<file path="src/rtl/vga_fb_pkg.sv">
`default_nettype none
// ============================================================================
// Module      : vga_fb_pkg
// Description : Shared framebuffer geometry, pixel record layout, writer
//               state encoding and the row-major address helper used by the
//               pixel framebuffer writer and its FIFO.
// Revision    : 1.0 - initial release
// ============================================================================
package vga_fb_pkg;

  localparam int SCREEN_W = 160;
  localparam int SCREEN_H = 120;
  localparam int FB_DEPTH = 19200;
  localparam int ADDR_W   = 15;

  localparam int X_W   = 8;
  localparam int Y_W   = 7;
  localparam int COL_W = 3;
  localparam int PIX_W = X_W + Y_W + COL_W;

  typedef enum logic [1:0] {
    S_RUN   = 2'd0,
    S_FLUSH = 2'd1,
    S_CLEAR = 2'd2,
    S_DONE  = 2'd3
  } fb_state_t;

  typedef struct packed {
    logic [X_W-1:0]   x;
    logic [Y_W-1:0]   y;
    logic [COL_W-1:0] colour;
  } pixel_t;

  // Row stride is fixed at 160: y*160 = y*128 + y*32, so no multiplier.
  function automatic logic [ADDR_W-1:0] fb_addr(input logic [X_W-1:0] px,
                                                input logic [Y_W-1:0] py);
    logic [ADDR_W-1:0] v_y;
    v_y     = {{(ADDR_W-Y_W){1'b0}}, py};
    fb_addr = (v_y << 7) + (v_y << 5) + {{(ADDR_W-X_W){1'b0}}, px};
  endfunction

endpackage
`default_nettype wire

</file>
<file path="src/rtl/pixel_fifo.sv">
`default_nettype none
// ============================================================================
// Module      : pixel_fifo
// Description : Synchronous first-word-fall-through FIFO for pixel records.
//               pop_data always shows the oldest entry while !empty.
//               A push while full is accepted only if a pop happens in the
//               same cycle, so occupancy stays unchanged in that case.
// Ports       : clk, reset_n (async, active-low)
//               push, push_data  - write side
//               pop, pop_data    - read side
//               full, empty      - occupancy flags
// Revision    : 1.0 - initial release
// ============================================================================
module pixel_fifo #(
  parameter int DEPTH = 4,   // power of two, >= 2
  parameter int WIDTH = 18
) (
  input  logic             clk,
  input  logic             reset_n,
  input  logic             push,
  input  logic [WIDTH-1:0] push_data,
  input  logic             pop,
  output logic [WIDTH-1:0] pop_data,
  output logic             full,
  output logic             empty
);

  localparam int c_AW = $clog2(DEPTH);

  logic [WIDTH-1:0] r_mem [DEPTH];
  // One extra pointer bit separates full from empty when indices match.
  logic [c_AW:0]    r_wr_ptr;
  logic [c_AW:0]    r_rd_ptr;
  logic             w_do_push;
  logic             w_do_pop;

  assign empty     = (r_wr_ptr == r_rd_ptr);
  assign full      = (r_wr_ptr[c_AW] != r_rd_ptr[c_AW]) &&
                     (r_wr_ptr[c_AW-1:0] == r_rd_ptr[c_AW-1:0]);
  assign w_do_pop  = pop && !empty;
  assign w_do_push = push && (!full || w_do_pop);
  assign pop_data  = r_mem[r_rd_ptr[c_AW-1:0]];

  always_ff @(posedge clk or negedge reset_n) begin
    if (!reset_n) begin
      r_wr_ptr <= '0;
      r_rd_ptr <= '0;
    end else begin
      if (w_do_push) r_wr_ptr <= r_wr_ptr + 1'b1;
      if (w_do_pop)  r_rd_ptr <= r_rd_ptr + 1'b1;
    end
  end

  // Storage carries no reset; the pointers alone define validity.
  always_ff @(posedge clk) begin
    if (w_do_push) r_mem[r_wr_ptr[c_AW-1:0]] <= push_data;
  end

endmodule
`default_nettype wire

</file>
<file path="src/rtl/pixel_fb_writer.sv">
`default_nettype none
// ============================================================================
// Module      : pixel_fb_writer
// Description : Buffers pixels from a drawing engine and writes them to a
//               160x120 3-bit framebuffer. Out-of-range pixels are dropped
//               and counted. A clear request drains queued pixels, then
//               fills the whole framebuffer with one colour.
// Ports       : clk, reset_n (async, active-low)
//               x, y, colour, writeEn, ready  - pixel input handshake
//               clear_req, clear_colour       - full-screen fill request
//               clear_done                    - one-cycle fill-complete pulse
//               mem_addr, mem_data, mem_we    - registered framebuffer port
//               oob_count                     - saturating discard counter
// Revision    : 1.0 - initial release
// ============================================================================
module pixel_fb_writer
  import vga_fb_pkg::*;
#(
  parameter int FIFO_DEPTH = 4,
  parameter int SCREEN_W   = vga_fb_pkg::SCREEN_W,
  parameter int SCREEN_H   = vga_fb_pkg::SCREEN_H
) (
  input  logic              clk,
  input  logic              reset_n,
  input  logic [X_W-1:0]    x,
  input  logic [Y_W-1:0]    y,
  input  logic [COL_W-1:0]  colour,
  input  logic              writeEn,
  output logic              ready,
  input  logic              clear_req,
  input  logic [COL_W-1:0]  clear_colour,
  output logic              clear_done,
  output logic [ADDR_W-1:0] mem_addr,
  output logic [COL_W-1:0]  mem_data,
  output logic              mem_we,
  output logic [7:0]        oob_count
);

  localparam logic [X_W-1:0]    c_SCREEN_W  = SCREEN_W[X_W-1:0];
  localparam logic [Y_W-1:0]    c_SCREEN_H  = SCREEN_H[Y_W-1:0];
  localparam logic [ADDR_W-1:0] c_LAST_ADDR = ADDR_W'(FB_DEPTH - 1);

  fb_state_t         r_state;
  logic              r_clear_pending;
  logic [COL_W-1:0]  r_clear_colour;
  logic [ADDR_W-1:0] r_fill_addr;
  logic              r_stage_valid;
  pixel_t            r_stage;

  logic              w_full;
  logic              w_empty;
  logic              w_push;
  logic              w_pop;
  logic              w_in_range;
  logic [PIX_W-1:0]  w_fifo_out;
  pixel_t            w_fifo_pix;
  pixel_t            w_in_pix;

  assign ready      = !w_full && (r_state == S_RUN) && !r_clear_pending;
  assign w_push     = writeEn && ready;
  assign w_pop      = ((r_state == S_RUN) || (r_state == S_FLUSH)) && !w_empty;
  assign w_in_pix   = '{x: x, y: y, colour: colour};
  assign w_fifo_pix = pixel_t'(w_fifo_out);
  assign w_in_range = (r_stage.x < c_SCREEN_W) && (r_stage.y < c_SCREEN_H);

  pixel_fifo #(
    .DEPTH (FIFO_DEPTH),
    .WIDTH (PIX_W)
  ) u_fifo (
    .clk       (clk),
    .reset_n   (reset_n),
    .push      (w_push),
    .push_data (w_in_pix),
    .pop       (w_pop),
    .pop_data  (w_fifo_out),
    .full      (w_full),
    .empty     (w_empty)
  );

  // The popped pixel sits one cycle in r_stage before reaching the mem port,
  // giving the two-edge accept-to-write latency.
  always_ff @(posedge clk or negedge reset_n) begin
    if (!reset_n) begin
      r_state         <= S_RUN;
      r_clear_pending <= 1'b0;
      r_clear_colour  <= '0;
      r_fill_addr     <= '0;
      r_stage_valid   <= 1'b0;
      r_stage         <= '0;
      mem_we          <= 1'b0;
      mem_addr        <= '0;
      mem_data        <= '0;
      clear_done      <= 1'b0;
      oob_count       <= '0;
    end else begin
      mem_we        <= 1'b0;
      clear_done    <= 1'b0;
      r_stage_valid <= w_pop;
      if (w_pop) r_stage <= w_fifo_pix;

      if (r_stage_valid) begin
        if (w_in_range) begin
          mem_we   <= 1'b1;
          mem_addr <= fb_addr(r_stage.x, r_stage.y);
          mem_data <= r_stage.colour;
        end else if (oob_count != 8'hFF) begin
          oob_count <= oob_count + 8'd1;
        end
      end

      case (r_state)
        S_RUN: begin
          if (clear_req && !r_clear_pending) begin
            r_clear_pending <= 1'b1;
            r_clear_colour  <= clear_colour;
          end
          if (r_clear_pending) begin
            r_fill_addr <= '0;
            r_state     <= w_empty ? S_CLEAR : S_FLUSH;
          end
        end
        S_FLUSH: begin
          if (w_empty) r_state <= S_CLEAR;
        end
        S_CLEAR: begin
          // The last flushed pixel may still be in r_stage on the first
          // clear cycle; it owns the mem port, so the fill waits one cycle.
          if (!r_stage_valid) begin
            mem_we   <= 1'b1;
            mem_addr <= r_fill_addr;
            mem_data <= r_clear_colour;
            if (r_fill_addr == c_LAST_ADDR) begin
              r_state    <= S_DONE;
              clear_done <= 1'b1;
            end else begin
              r_fill_addr <= r_fill_addr + 1'b1;
            end
          end
        end
        S_DONE: begin
          r_clear_pending <= 1'b0;
          r_state         <= S_RUN;
        end
        default: r_state <= S_RUN;
      endcase
    end
  end

endmodule
`default_nettype wire

</file>
<file path="config.mk">
export PLATFORM = sky130hd
export DESIGN_NAME = pixel_fb_writer
export DESIGN_NICKNAME = d
export VERILOG_FILES = /design/src/rtl/vga_fb_pkg.sv /design/src/rtl/pixel_fifo.sv /design/src/rtl/pixel_fb_writer.sv
export SDC_FILE = /design/constraint.sdc
export NUM_CORES = 1
export LEC_CHECK = 0
export CAP_MARGIN = 5
export CELL_PAD_IN_SITES_DETAIL_PLACEMENT = 1
export CELL_PAD_IN_SITES_GLOBAL_PLACEMENT = 1
export CORE_ASPECT_RATIO = 1.4
export CORE_MARGIN = 3
export CORE_UTILIZATION = 40
export CTS_BUF_LIST = sky130_fd_sc_hd__clkbuf_2 sky130_fd_sc_hd__clkbuf_4 sky130_fd_sc_hd__clkbuf_8
export DETAILED_ROUTE_END_ITERATION = 7
export DONT_BUFFER_PORTS = 1
export HOLD_SLACK_MARGIN = 0.02
export PLACE_DENSITY_LB_ADDON = 0.15
export SETUP_SLACK_MARGIN = 0.05
export SLEW_MARGIN = 0
export SYNTH_ARGS = -nofsm -noshare
export SYNTH_HDL_FRONTEND = slang
export SYNTH_SLANG_ARGS = --single-unit
</file>
<file path="constraint.sdc">
create_clock -name clk -period 2.7 [get_ports clk]
set_clock_uncertainty 0.2 [all_clocks]
set_input_delay 0.405 -clock clk [delete_from_list [all_inputs] [get_ports clk]]
set_output_delay 0.405 -clock clk [all_outputs]
set_load 0.02 [all_outputs]
</file>
==> impl_metrics.ini <==
[outcome]
status = completed

[die]
die_h_um = 156
fp-row-count = 54
pin_count = 54
die_width_um = 113
dieArea_um2 = 17700
start_util = 0.412
core-area_um2 = 15700

[critical_path]
crit_top_cell = or4_1
worst_setup_path_end_kind = register
path_cells = inv_1 > ha_1 > and2b_4 > or4_1 > or4_1 > a21oi_1
cpPeakStageDelay_ns = 0.69
required_ns = 2.88
critPathBufInv = 1
cp-start-kind = register
critPathTopFamily = simple AND/OR/NAND/NOR gates
crit_arrival_ns = 2.70
slowest_stage = or4_1
worstPathMaxFanout = 9
critPathKind = reg2reg

[finish]
nNetsFinal = 556
antenna_cells = 0
instances_no_fill = 714
area_growth_pct = 16.0
drive_gt1_frac = 0.205

[clocking]
cts_tree = yes
clock_tree.buffer_depth = 2
cts_made_buffers = 17
clk_pin_slew_ns = 0.09
worstSkewPairLatency_ns = 0.45
cts_root_buffer = clkbuf_8
cts_sinks = 146
h-tree-depth = 4

[yosys]
syn-num-nets = 507
synthXorXnorAreaFrac = 0.0258
synth-compound-area-share = 0.0756
synth_top_area_share = 0.335
synth-adder-area-share = 0.0527
syn-mean-instance-area_um2 = 14.2
synth_top_area_cell = edfxtp_1
ys_ff_latch = 146
synth-main-ff-cell = dfrtp_1
synth-edff-count = 72
yosysWarnings = 0
synthArstFlopShare = 0.507
synth-simple-area-share = 0.0873
ys_seq_area_frac = 0.622
synth_top_family_by_area = multiplexers
netlist_instances = 456
synth.area.top_cells = edfxtp_1, dfrtp_1, mux4_2
synthDistinctLibCells = 51
synth_area_um2 = 6450
yosysMostFrequentCell = dfrtp_1
netlist_top_cells_count = dfrtp_1, edfxtp_1, nand2_1, ha_1, inv_1
synthMuxAreaShare = 0.113

[sta]
holdWs_ns = 0.114
final_hold_viol_count = 0
setup_viol = 0
worst_slew_pin_slew_ns = 0.603
finalSetupTns_ns = 0
drv_slew = 0
rsz0062_at_grt = no
max_freq_mhz = 395
post-route-period-util = 0.937
layout_min_cycle_time_ns = 2.53
slew_headroom = 0.593

[detailed_routing]
drt-initial-drc-count = 200
wl_per_cell_um = 19.6
drc_errors = 0
vias = 3907
ant_nets = 0
avgViaCountPerCell = 5.47
drt-total-wl_um = 14000
drt_pass1_iterations = 5

[placement]
place_congestion = 0.796
dp_cells = 655
place_hpwl_um = 9790
io_buffer_count = 0

[global_route]
antenna_found_initial = 0
grt_pass1_wl_um = 23200
grt_pass1_vias = 4295
grt_usage = 0.168
gr-total-overflow = 0
grt_max_degree = 75

[worst_hold_path]
hold_path_class = in2reg

[power_and_ir_drop]
power.ir.vdd_worst_uv = 419
power.total_w = 0.00406
power_leakage_nw = 3.04
power.density_nw_per_um2 = 543

[run]
cap_violations = 0
## metrics by stage
stage	setup slack, ns	instance area (µm²)	util
after floorplan	0.122	6450	-
after global placement	0.102	6780	0.433
after detailed placement	0.0180	6780	0.433
after CTS	0.0547	7440	0.474
after global routing	0.0751	7490	0.478
final	0.171	7490	0.478
## report_power, final
group          switching, W  total [W]  leakage (nW)  internal [W]
Sequential                0    0.00233          1.63       0.00233
Combinational     0.0000364  0.0000642          1.23     0.0000278
Clock              0.000913    0.00166         0.181      0.000751
## sequential cells by signal, indices dropped and copies added, names as in the netlist, 2 cells and up
name	flops
r_stage	18
r_fill_addr	15
r_clear_colour	3
mem_data	3
mem_addr	15
u_fifo.r_wr_ptr	3
u_fifo.r_rd_ptr	3
u_fifo.r_mem	72
r_state	2
oob_count	8
## worst reg2reg max path, stage by stage (launching register included)
cell and delay, ns:
dfrtp_1 0.42, inv_1 0.08, ha_1 0.21, and2b_4 0.17, or4_1 0.69, or4_1 0.53, a21oi_1 0.16
## placed cells by master, fill, tap and decap left out, drive strengths merged, types with 11 or more instances in the layout
cell type | netlist | layout
dfrtp | 74 | 74
edfxtp | 72 | 72
nand2 | 29 | 29
inv | 22 | 28
ha | 24 | 24
dlygate4sd3 | 0 | 24
buf | 5 | 22
mux2 | 21 | 21
o21ai | 21 | 21
mux4 | 18 | 18
clkbuf | 11 | 17
a21oi | 14 | 14
xnor2 | 13 | 13
nand3 | 11 | 11
## metal layers
layer | part of all wire | wire, µm | vias up | track usage
met2 | 0.54 | 7480 | 60 | 0.298
met3 | 0.026 | 365 | 12 | 0.0368
met1 | 0.43 | 5980 | 2012 | 0.208
met4 | 0.011 | 155 | 0 | 0.0447
met5 | 0 | 0 | - | 0
li1 | - | - | 1823 | -
## kinds of logic (layout without fill, tap and decap cells)
| group | Yosys count | after routing |
|---|---|---|
| adders and majority gates | 26 | 26 |
| AOI/OAI and AO/OA | 77 | 77 |
| and+or+nand+nor | 102 | 102 |
| DFF | 146 | 146 |
| buffers and inverters | 38 | 100 |
| muxes | 48 | 48 |
| xor gates and xnor gates | 19 | 19 |
## final cells by class
type / count / area [µm²]
fillers: 1595 / 8190
flip-flops and latches: 146 / 4010
multi-input cells: 272 / 2340
repair buffers: 46 / 425
well taps: 196 / 245
clock buffers: 17 / 234
clock inverters: 15 / 148
inverters: 22 / 82.6
## final timing paths
| check | from | depth (start not counted) | slack (ns) | end |
|---|---|---|---|---|
| setup / recovery | r_state[0] | 6 | 0.17 | r_fill_addr[9] |
| hold / removal | clear_req | 2 | 0.11 | r_clear_colour[2] |
| setup reg to reg | r_state[0] | 6 | 0.17 | r_fill_addr[9] |
| hold reg to reg | r_clear_colour[0] | 1 | 0.31 | r_clear_colour[0] |
| max in group asynchronous | reset_n | 2 | 1.67 | r_stage[0] |
| min in group asynchronous | reset_n | 2 | 0.33 | mem_addr[10] |
## timing repair
action | CTS | global route
endpoints found under the hold margin | 152 | 0
hold buffers | 25 | 0
gates resized for setup | 2 | 8
cloned | 0 | 0
pin swaps | 1 | 2
endpoints found under the setup margin | 2 | 7
setup buffers | 0 | 2
Power figures use the tool's default switching activity.
